`src/rtl/posit_pack_round_8_es3.sv`:
```
// Final pack stage of the es3 posit-8 adder: encodes regime/exponent, clips,
// rounds to nearest even and applies the sign, as a 3-stage valid/ready pipeline.
module posit_pack_round_8_es3 #(
  parameter int NBITS   = 8,
  parameter int ES      = 3,
  parameter int SCALE_W = 9,
  parameter int FBITS   = 30
) (
  input  logic                          clk,
  input  logic                          rst_n,
  input  logic                          in_valid,
  output logic                          in_ready,
  input  logic [1+SCALE_W+FBITS+2-1:0]  in_sum,
  output logic                          out_valid,
  input  logic                          out_ready,
  output logic [NBITS-1:0]              out_posit,
  output logic                          out_nar,
  output logic                          out_zero
);

  localparam int SUM_W = 1 + SCALE_W + FBITS + 2;
  // Padding below the fraction keeps every shifted-out bit visible to sticky.
  localparam int VW    = 2 + ES + FBITS + NBITS;
  localparam int MAXSC = (NBITS - 2) << ES;
  localparam logic signed [SCALE_W-1:0] SC_HI = SCALE_W'(MAXSC);
  localparam logic signed [SCALE_W-1:0] SC_LO = SCALE_W'(-MAXSC);
  localparam logic [NBITS-2:0] MAXPOS = {(NBITS-1){1'b1}};
  localparam logic [NBITS-2:0] MINPOS = {{(NBITS-2){1'b0}}, 1'b1};
  localparam logic [NBITS-1:0] NAR    = {1'b1, {(NBITS-1){1'b0}}};

  logic w_stall, w_adv;
  assign w_stall  = out_valid & ~out_ready;
  assign w_adv    = ~w_stall;
  assign in_ready = w_adv;

  // Stage 1: decode
  logic                      w_sgn, w_inf, w_zero;
  logic signed [SCALE_W-1:0] w_scale, w_k;
  logic [ES-1:0]             w_e;
  logic [FBITS-1:0]          w_frac;
  logic                      w_clip_hi, w_clip_lo;

  assign w_sgn     = in_sum[SUM_W-1];
  assign w_scale   = $signed(in_sum[SUM_W-2 -: SCALE_W]);
  assign w_frac    = in_sum[FBITS+1:2];
  assign w_inf     = in_sum[1];
  assign w_zero    = in_sum[0];
  assign w_k       = w_scale >>> ES;
  assign w_e       = w_scale[ES-1:0];
  assign w_clip_hi = (w_scale >= SC_HI);
  assign w_clip_lo = (w_scale < SC_LO);

  logic                      r_v1, r_sgn1, r_inf1, r_zero1, r_chi1, r_clo1;
  logic signed [SCALE_W-1:0] r_k1;
  logic [ES-1:0]             r_e1;
  logic [FBITS-1:0]          r_frac1;

  always_ff @(posedge clk) begin
    if (w_adv) begin
      r_sgn1  <= w_sgn;
      r_inf1  <= w_inf;
      r_zero1 <= w_zero;
      r_chi1  <= w_clip_hi;
      r_clo1  <= w_clip_lo;
      r_k1    <= w_k;
      r_e1    <= w_e;
      r_frac1 <= w_frac;
    end
  end

  // Stage 2: assemble. An arithmetic shift of {lead, ~lead, ...} replicates the
  // lead bit, giving k+1 ones then 0 (k>=0) or -k zeros then 1 (k<0).
  logic                  w_lead;
  logic [SCALE_W-1:0]    w_sh;
  logic [VW-1:0]         w_pre, w_vec;
  logic [NBITS-2:0]      w_body;
  logic                  w_bafter, w_sticky;

  assign w_lead   = ~r_k1[SCALE_W-1];
  assign w_sh     = r_k1[SCALE_W-1] ? ~r_k1 : r_k1;
  assign w_pre    = {w_lead, ~w_lead, r_e1, r_frac1, {NBITS{1'b0}}};
  assign w_vec    = $signed(w_pre) >>> w_sh;
  assign w_body   = w_vec[VW-1 -: NBITS-1];
  assign w_bafter = w_vec[VW-NBITS];
  assign w_sticky = |w_vec[VW-NBITS-1:0];

  logic             r_v2, r_sgn2, r_inf2, r_zero2, r_chi2, r_clo2;
  logic             r_bafter2, r_sticky2;
  logic [NBITS-2:0] r_body2;

  always_ff @(posedge clk) begin
    if (w_adv) begin
      r_sgn2    <= r_sgn1;
      r_inf2    <= r_inf1;
      r_zero2   <= r_zero1;
      r_chi2    <= r_chi1;
      r_clo2    <= r_clo1;
      r_body2   <= w_body;
      r_bafter2 <= w_bafter;
      r_sticky2 <= w_sticky;
    end
  end

  // Stage 3: round, clip, sign, specials
  logic             w_up;
  logic [NBITS-1:0] w_rnd;
  logic [NBITS-2:0] w_mag;
  logic [NBITS-1:0] w_pos;
  logic [NBITS-1:0] w_posit;
  logic             w_nar, w_zr;

  assign w_up  = r_bafter2 & (r_body2[0] | r_sticky2);
  assign w_rnd = {1'b0, r_body2} + {{(NBITS-1){1'b0}}, w_up};

  always_comb begin
    w_mag = w_rnd[NBITS-2:0];
    if (r_chi2)
      w_mag = MAXPOS;
    else if (r_clo2)
      w_mag = MINPOS;
    else if (w_rnd[NBITS-1])
      w_mag = MAXPOS;
    else if (w_rnd[NBITS-2:0] == '0)
      w_mag = MINPOS;
  end

  assign w_pos = {1'b0, w_mag};

  always_comb begin
    w_posit = r_sgn2 ? (~w_pos + 1'b1) : w_pos;
    w_nar   = 1'b0;
    w_zr    = 1'b0;
    if (r_inf2) begin
      w_posit = NAR;
      w_nar   = 1'b1;
    end else if (r_zero2) begin
      w_posit = '0;
      w_zr    = 1'b1;
    end
  end

  logic             r_v3, r_nar3, r_zero3;
  logic [NBITS-1:0] r_posit3;

  always_ff @(posedge clk) begin
    if (!rst_n) begin
      r_v1     <= 1'b0;
      r_v2     <= 1'b0;
      r_v3     <= 1'b0;
      r_posit3 <= '0;
      r_nar3   <= 1'b0;
      r_zero3  <= 1'b0;
    end else if (w_adv) begin
      r_v1     <= in_valid;
      r_v2     <= r_v1;
      r_v3     <= r_v2;
      r_posit3 <= w_posit;
      r_nar3   <= w_nar;
      r_zero3  <= w_zr;
    end
  end

  assign out_valid = r_v3;
  assign out_posit = r_posit3;
  assign out_nar   = r_nar3;
  assign out_zero  = r_zero3;

endmodule

```
`config.mk`:
```
export PLATFORM = sky130hd
export DESIGN_NAME = posit_pack_round_8_es3
export DESIGN_NICKNAME = d
export VERILOG_FILES = /design/src/rtl/posit_pack_round_8_es3.sv
export SDC_FILE = /design/constraint.sdc
export NUM_CORES = 1
export LEC_CHECK = 0
export CAP_MARGIN = 0
export CORE_ASPECT_RATIO = 1.4
export CORE_UTILIZATION = 55
export CTS_CLUSTER_DIAMETER = 40
export DETAILED_ROUTE_END_ITERATION = 10
export PLACE_DENSITY_LB_ADDON = 0.1
export REMOVE_ABC_BUFFERS = 1
export SLEW_MARGIN = 25
export SYNTH_ARGS = -nofsm -noshare
export SYNTH_HDL_FRONTEND = slang
export SYNTH_SLANG_ARGS = --single-unit
```
`constraint.sdc`:
```
create_clock -name clk -period 3.45 [get_ports clk]
set_input_delay 0.5175 -clock clk [delete_from_list [all_inputs] [get_ports clk]]
set_output_delay 0.5175 -clock clk [all_outputs]
set_load 0.02 [all_outputs]
```
Word level (Yosys, flattened, before mapping)
Index checks and enable logic that the tools add are counted.

operators by class
  equal/unequal tests = 0
  $mul = 0
  reductions and logical operators = 2
  add/subtract/negate cells = 2
  multiplexer cells = 11
  bitwise operators = 8
  div/mod/pow operators = 0
  shift operators = 1
  $lt $le $gt $ge = 2

operators with widths
  cell                                                 count
  >>> shifter 43 x 9 -> 43 bit                         1
  OR reduction 35 bit                                  1
  2-to-1 mux 7 bit                                     4
  2-to-1 mux 8 bit                                     3
  >= comparator 9 x 7 -> 1 bit, second input constant  1
  < comparator 9 x 7 -> 1 bit, second input constant   1
  2-to-1 mux 9 bit                                     1
  inverter 6 -> 9 bit                                  1
  adder 7 x 1 -> 8 bit                                 1
  adder 8 x 1 -> 8 bit, second input constant          1
  inverter 7 -> 8 bit                                  1
  logical NOT 7 bit                                    1
  2-to-1 mux 1 bit                                     3
  inverter 1 bit                                       3
  bitwise AND 1 bit                                    2
  bitwise OR 1 bit                                     1

storage, ports and cells
  memories = 0
  ROM bits = 0
  memory bits (writable) = 0
  register bits = 71
  output and inout bits = 12
  input port bits = 46
  bits in latches = 0
  logic and storage cells = 48

Depth between registers and ports, before layout
Gate-level depths: netlist (run 1).

  depth in word-level cells = 13
  gate-level depth with buffers = 14
  gate-level depth less buffers = 14

Worst setup path after synthesis (run 1)
Ideal clock, no wire load.

  path type = reg2reg
  start point = reg r_k1[5] (netlist name)
  end point = reg r_sticky2 (data pin)
  path buffers = 0
  slack = 0.755 ns
  arrival = 2.430 ns
  setup time = 0.265 ns
  clock period less this slack = 2.695 ns
  cell stages (with the launch flop) = 9
  data required time = 3.185 ns
  cells stage by stage = edfxtp_1 -> xnor2_2 -> mux4_2 -> a21o_1 -> a32o_1 -> nand2b_1 -> o31a_1 -> nor3_1 -> o21ai_1

between the ends
  word-level cells in the longest chain between the ends = 4
  elaborated cells on any way between the ends = 5
  those cells by class = shift (1); mux (1); bitwise (2); reduce/logical (1)

RTL lines
  element                         line  text
  inverter 6 -> 9 bit             80    assign w_sh = r_k1[SCALE_W-1] ? ~r_k1 : r_k1;
  2-to-1 mux 9 bit                80
  >>> shifter 43 x 9 -> 43 bit *  82    assign w_vec = $signed(w_pre) >>> w_sh;
  OR reduction 35 bit *           85    assign w_sticky = |w_vec[VW-NBITS-1:0];
  named net w_sticky              77    logic w_bafter, w_sticky;
  end signal: assignment          100   r_sticky2 <= w_sticky;
  end: declaration                88    logic r_bafter2, r_sticky2;

The timed path passes the listed nets; every way through them passes the cells marked *.
A chain may end at the register's enable or synchronous reset.

Final worst setup path (run 1)
  start point = reg r_sticky2
  end point = reg r_posit3[4], in the netlist out_posit[4]

between the ends
  word-level cells in the longest chain between the ends = 13

RTL lines
  element                 line  text
  bitwise OR 1 bit *      112   assign w_up = r_bafter2 & (r_body2[0] | r_sticky2);
  bitwise AND 1 bit *     112
  adder 7 x 1 -> 8 bit *  113   assign w_rnd = {1'b0, r_body2} + {{(NBITS-1){1'b0}}, w_up};
  logical NOT 7 bit       123   else if (w_rnd[NBITS-2:0] == '0)
  2-to-1 mux 7 bit        123
  2-to-1 mux 7 bit *      121   else if (w_rnd[NBITS-1])
  2-to-1 mux 7 bit *      119   else if (r_clo2)
  2-to-1 mux 7 bit *      117   if (r_chi2)
  inverter 7 -> 8 bit     130   w_posit = r_sgn2 ? (~w_pos + 1'b1) : w_pos;
  adder 8 x 1 -> 8 bit    130
  2-to-1 mux 8 bit *      130
  2-to-1 mux 8 bit *      136   end else if (r_zero2) begin
  2-to-1 mux 8 bit *      133   if (r_inf2) begin
  end signal: assignment  157   r_posit3 <= w_posit;
  end: declaration        143   logic [NBITS-1:0] r_posit3;

Every way passes the cells marked *; elsewhere a longest branch is shown, timed or not.

==> results of run 1 <==
## metrics by stage
| stage | util | power, W | instances | hold slack (ns) | setup WS (ns) |
|---|---|---|---|---|---|
| after detailed placement | 0.667 | 0.00155 | 558 | 0.405 | 0.402 |
| after CTS | 0.697 | 0.00226 | 574 | 0.423 | 0.364 |
| final | 0.697 | 0.00225 | 574 | 0.422 | 0.373 |
| after global routing | 0.697 | 0.00236 | 574 | 0.435 | 0.101 |
| after global placement | 0.667 | 0.00153 | 558 | 0.403 | 0.453 |
| after floorplan | - | 0.00137 | 389 | 0.400 | -0.0445 |
## cells by family (layout without fill, tap and decap cells)
group | count (synthesis) | count (layout) | synth area share
mux | 30 | 30 | 0.0993
fa+ha+maj | 3 | 3 | 0.00886
compound gates | 126 | 126 | 0.196
buf+inv | 37 | 102 | 0.0357
flops | 71 | 71 | 0.473
simple gates | 131 | 131 | 0.155
xor+xnor | 14 | 14 | 0.0325
## placed cells by master (no fill, tap or decap), types with 3 or more instances in the layout
| cell | instances |
|---|---|
| a211oi_1 | 5 |
| a21boi_0 | 3 |
| a21o_1 | 5 |
| a21oi_1 | 29 |
| a221oi_1 | 3 |
| a22oi_1 | 10 |
| a31oi_1 | 4 |
| a32oi_1 | 3 |
| and2_1 | 5 |
| buf_4 | 15 |
| clkbuf_8 | 11 |
| clkdlybuf4s50_1 | 57 |
| dfxtp_1 | 13 |
| edfxtp_1 | 58 |
| ha_1 | 3 |
| inv_1 | 11 |
| inv_2 | 3 |
| mux2_2 | 4 |
| mux2i_1 | 15 |
| mux4_2 | 9 |
| nand2_1 | 25 |
| nand2b_1 | 11 |
| nand3_1 | 13 |
| nand3b_1 | 3 |
| nor2_1 | 35 |
| nor2b_1 | 12 |
| nor3_1 | 9 |
| nor4_1 | 5 |
| o21a_1 | 6 |
| o21ai_0 | 18 |
| o21ai_1 | 7 |
| o22ai_1 | 9 |
| o31ai_1 | 5 |
| or3_1 | 3 |
| xnor2_1 | 5 |
| xor2_1 | 7 |
## metal layers
metal	routed length [um]	part of all wire	vias to the layer above
met3	407	0.042	37
met2	5210	0.54	128
met4	397	0.041	0
met5	0	0	-
met1	3640	0.38	1648
li1	-	-	1695
## flip-flops by register name, summed over array words and instances (netlist names), 3 cells and up
| name | flops |
|---|---|
| r_body2 | 7 |
| out_posit | 8 |
| r_frac1 | 30 |
| r_e1 | 3 |
| r_k1 | 6 |
## worst max path at each step
stage	endpoint	depth (start not counted)
after global placement	out_posit[4]	13
after global routing	out_posit[4]	13
final	out_posit[4]	13
after CTS	out_posit[4]	13
after floorplan	r_sticky2	8
after detailed placement	out_posit[4]	13
## power by group through the flow
stage	registers [W]	clock network (W)	logic, W
after floorplan	0.00108	0	0.000288
after global placement	0.00107	0	0.000458
after detailed placement	0.00108	0	0.000471
after CTS	0.00106	0.000734	0.000474
after global routing	0.00107	0.000770	0.000519
final	0.00106	0.000717	0.000475
## synth_stat cells (3+ instances only)
master	n	area, sq um
nand3_1	13	65.1
a32oi_1	3	26.3
nand2b_1	11	68.8
nand2_1	25	93.8
o21ai_0	18	90.1
inv_1	12	45.0
xor2_1	7	61.3
clkbuf_1	13	48.8
nor2_1	35	131
a221oi_1	3	26.3
and2_1	5	31.3
a21o_1	5	37.5
o31ai_1	5	37.5
o21a_1	6	45.0
o21ai_1	7	35.0
nor2b_1	12	75.1
o22ai_1	9	56.3
a211oi_1	5	37.5
mux4_2	9	203
or3_1	3	18.8
ha_1	3	37.5
a31oi_1	4	25.0
a21boi_0	3	22.5
dfxtp_1	13	260
mux2i_1	15	150
nand3b_1	3	22.5
xnor2_1	5	43.8
buf_2	10	50.1
edfxtp_1	58	1740
nor4_1	5	31.3
a21oi_1	29	145
a22oi_1	10	75.1
nor3_1	9	45.0
mux2_2	4	45.0
## final cells by class
| cell class | count | area (sq um) | share of cell area |
|---|---|---|---|
| multi-input cells | 304 | 2080 | 0.403 |
| flip-flops and latches | 71 | 2000 | 0.388 |
| repair buffers | 72 | 683 | 0.132 |
| clock buffers | 14 | 184 | 0.0356 |
| well taps | 97 | 121 | 0.0235 |
| inverters | 14 | 52.6 | 0.0102 |
| clock inverters | 2 | 35.0 | 0.00679 |
## critical path: cells and delay by family, from the launching register on
family                   cells  cell delay (ns)
flip-flops                   1             0.39
adder cells (fa/ha/maj)      3             0.66
XOR/XNOR                     1             0.26
AO/OA/AOI/OAI                5             1.18
buffers and inverters        1             0.10
AND/OR/NAND/NOR              3             0.43
==> flow_summary.toml, run 1 <==
[outcome]
outcome = "completed"

[route]
vias = 3508
drc = 0
antenna_left = 0
dr.pass1.iters = 6
vias_per_cell = 6.11
drt-total-wl_um = 9660
first_iter_violations = 227
routedWlPerCell_um = 16.8

[global_route]
use_met3 = 0.0632
grt_start_max_net_pins = 64
grt_pass1_vias = 3399
antenna_found_initial = 0
grt_pass1_wl_um = 15900
grt_usage = 0.257
grtUsageMet1 = 0.269
use_met2 = 0.462
top_usage_layer = "met2"
grt-ovfl-total = 0

[layout]
area_delta_synth_final_pct = 21.8
drive_gt1_frac = 0.0985
antenna_cells = 0
fin_area_sq_um = 5160
fin_nets = 521
fill_cells = 589

[critical_path]
start_kind = "register"
r2r-end = "out_posit[4]"
crit_type = "reg2reg"
critPathSlowestCell = "o31ai_1"
r2r_slack_ns = 0.37
startpoint = "r_sticky2"
slowest_delay_ns = 0.47
reg2reg_from = "r_sticky2"
crit_fanout = 4
cpMostUsedCell = "ha_1"
end_kind = "register"
cp.arrival_ns = 3.38
r2r_cells = 13
crit_path_cell_trace = "o21a_1, ha_1, ha_1, or2_1, o32a_1, o31ai_1, inv_1, ha_1, nand2b_1, o21ai_0, xnor2_1, a22oi_1, nor2b_1"
cp.required_ns = 3.75

[floorplanning]
dieArea_sq_um = 8060
die_height_um = 106
start_util = 0.572
ioPinCount = 58
std_cell_rows = 37
die_w_um = 76.2
core_sq_um = 7410

[min_path]
min_path_type = "reg2reg"
hold_end = "r_sgn2"
whs_path_depth = 0
hp-start = "r_sgn1"

[yosys]
synth_seq_cells = 71
syn_inst = 412
ys_seq_area_frac = 0.473
ys_types = 59
avgSynthCellArea_sq_um = 10.3
netlist_area_sq_um = 4240
synth_edf_count = 58
synth-main-ff-cell = "edfxtp_1"
async_reset_ff_frac = 0
ys.warnings.count = 0

[place]
hpwl_um = 7030
finalWeightedCongestion = 0.893
port_buffers = 57
placed_area_sq_um = 4940

[power_and_ir_drop]
vdd_drop_max_mv = 0.271
power_frac_seq = 0.470
p_comb_frac = 0.211
pwr-share-clk = 0.319
p_leak_nw = 1.89
switchingPower_w = 0.000608
p_sw_frac = 0.270
power.density_nw_per_um2 = 436
intPower_w = 0.00164

[sta]
setup_violations = 0
fin_skew_ns = 0.00827
max_slew_margin = 0.500
fin_crit_ns = 3.08
rsz0062_at_grt = "false"
max_slew.worst_pin.slew_ns = 0.750
finalHoldViolCount = 0
slew_violations = 0
finalSetupTns_ns = 0
fmax_ghz = 0.325
min_period_over_period = 0.892

[clocking]
clock_latency_ns = 0.36
htree_levels = 3
path_clk_slew_ns = 0.07
cts_resized = 0
clk_path_buf_depth = 2
post_cts_buffers = 0
cts_buffers = 9
cts_num_sinks = 71
root_buffer = "clkbuf_8"
cts_tree = "yes"
cts_hold_buf = 0

[flow_run]
drv_cap = 0
Power figures use the tool's default switching activity.
==> run 2: changes to the inputs <==
--- a/config.mk
+++ b/config.mk
@@ -10,8 +10,8 @@
 export CORE_UTILIZATION = 55
 export CTS_CLUSTER_DIAMETER = 40
 export DETAILED_ROUTE_END_ITERATION = 10
+export HOLD_SLACK_MARGIN = 0.05
 export PLACE_DENSITY_LB_ADDON = 0.1
-export REMOVE_ABC_BUFFERS = 1
 export SLEW_MARGIN = 25
 export SYNTH_ARGS = -nofsm -noshare
 export SYNTH_HDL_FRONTEND = slang
==> run 2 against run 1 <==
Routed wire length down 0.44%; non-clock buffer count down 2; register-to-register slack better by 0.09 ns; maximum frequency up 2.9%; cell area about the same; flip-flop and latch count unchanged; setup slack better by 0.088 ns; utilization up 0.067 points; first-iteration DRC count down 3.1%; largest power group unchanged.
==> flow_summary.toml, run 2 (synthesis results as in run 1) <==
[outcome]
outcome = "completed"

[floorplanning]
start_util = 0.572
core_sq_um = 7410
dieArea_sq_um = 8060
ioPinCount = 58
std_cell_rows = 37
die_w_um = 76.2
die_height_um = 106

[power_and_ir_drop]
power.density_nw_per_um2 = 437
p_sw_frac = 0.270
switchingPower_w = 0.000609
p_comb_frac = 0.209
p_leak_nw = 1.89
vdd_drop_max_mv = 0.302
pwr-share-clk = 0.322
power_frac_seq = 0.469
intPower_w = 0.00165

[min_path]
min_path_type = "reg2reg"
hp-start = "r_chi1"
hold_end = "r_chi2"
whs_path_depth = 0

[layout]
layout_commonest_cell = "edfxtp_1"
fin_nets = 519
final_util = 0.697
final_cell_mix = "edfxtp_1 (58), clkdlybuf4s50_1 (57), nor2_1 (35)"
largest_register_ffs = 30
antenna_cells = 0
drive_gt1_frac = 0.0968
area_delta_synth_final_pct = 21.9
largest_register = "r_frac1"

[route]
drt-total-wl_um = 9610
dr.pass1.iters = 7
vias_per_cell = 6.18
routedWlPerCell_um = 16.8
vias = 3536
drc = 0
first_iter_violations = 220
antenna_left = 0

[sta]
setup_violations = 0
fin_skew_ns = 0.00835
fin_crit_ns = 2.99
max_slew_margin = 0.447
max_slew.worst_pin.slew_ns = 0.830
finalSetupTns_ns = 0
fmax_ghz = 0.335
rsz0062_at_grt = "false"
finalHoldViolCount = 0
holdWs_ns = 0.423
slew_violations = 0
min_period_over_period = 0.866

[flow_run]
drv_cap = 0

[critical_path]
start_kind = "register"
crit_path_cell_trace = "o21a_1, ha_1, ha_1, or2_1, o32a_1, o31ai_1, inv_1, ha_1, nand2b_1, o21ai_0, xnor2_1, a22oi_1, nor2b_1"
critPathSlowestCell = "o31ai_1"
slowest_delay_ns = 0.45
cp.arrival_ns = 3.23
r2r-end = "out_posit[4]"
startpoint = "r_body2[0]"
crit_type = "reg2reg"
cp.required_ns = 3.69
cpMostUsedCell = "ha_1"
end_kind = "register"
r2r_cells = 13
crit_fanout = 4
reg2reg_from = "r_body2[0]"
r2r_slack_ns = 0.46

[clocking]
clk_path_buf_depth = 2
cts_resized = 0
path_clk_slew_ns = 0.07
cts_tree = "yes"
clock_latency_ns = 0.35
htree_levels = 3
cts_num_sinks = 71
root_buffer = "clkbuf_8"
cts_hold_buf = 0
post_cts_buffers = 0
cts_buffers = 9

[global_route]
grtUsageMet1 = 0.277
use_met2 = 0.461
grt_pass1_vias = 3444
grt_usage = 0.254
antenna_found_initial = 0
grt_pass1_wl_um = 15800
top_usage_layer = "met2"
grt-ovfl-total = 0
use_met3 = 0.0450
grt_start_max_net_pins = 64

[yosys]
syn_nets = 461

[place]
port_buffers = 57
finalWeightedCongestion = 0.898
hpwl_um = 6870
## run 2: cell type report
cell class                 instances  area (sq um)
tap                               97           121
clock buffer                      12           178
clock inverter                     4          48.8
fill                             573          2240
timing repair buffer              70           681
inverter                          14          52.6
multi-input combinational        304          2080
sequential                        71          2000
## run 2: worst max path at each step
| stage | endpoint | slack, ns | depth (start not counted) |
|---|---|---|---|
| finish | out_posit[4] | 0.46 | 13 |
| detailed placement | out_posit[4] | 0.48 | 13 |
| global placement | out_posit[4] | 0.57 | 13 |
| global route | r_sticky2 | 0.20 | 7 |
| floorplan | r_sticky2 | 0.75 | 8 |
| CTS | out_posit[4] | 0.46 | 13 |
## run 2: layer usage
| layer | wire length [um] | up-vias |
|---|---|---|
| met5 | 0 | - |
| met4 | 265 | 0 |
| met3 | 426 | 20 |
| met2 | 5210 | 112 |
| met1 | 3720 | 1706 |
| li1 | - | 1698 |
## run 2: through the flow
| stage | cell area (sq um) | std cells | worst slack, ns | power, W |
|---|---|---|---|---|
| after global routing | 5160 | 572 | 0.204 | 0.00236 |
| after detailed placement | 4940 | 556 | 0.479 | 0.00154 |
| after floorplan | 4240 | 412 | 0.755 | 0.00138 |
| final | 5160 | 572 | 0.461 | 0.00226 |
| after CTS | 5160 | 572 | 0.462 | 0.00227 |
| after global placement | 4940 | 556 | 0.571 | 0.00152 |
## run 2: power groups by stage
| stage | registers (W) | clock network, W | logic (W) |
|---|---|---|---|
| after floorplan | 0.00105 | 0 | 0.000323 |
| after global placement | 0.00107 | 0 | 0.000453 |
| after detailed placement | 0.00107 | 0 | 0.000465 |
| after CTS | 0.00106 | 0.000744 | 0.000469 |
| after global routing | 0.00107 | 0.000774 | 0.000518 |
| final | 0.00106 | 0.000726 | 0.000472 |
## run 2: worst max-delay path: cells and delay by family, from the launching register on
family	cells	cell delay (ns)
XOR/XNOR	1	0.16
AO/OA/AOI/OAI	5	1.19
buffers and inverters	1	0.10
adder cells (fa/ha/maj)	3	0.66
AND/OR/NAND/NOR	3	0.37
flip-flops	1	0.39
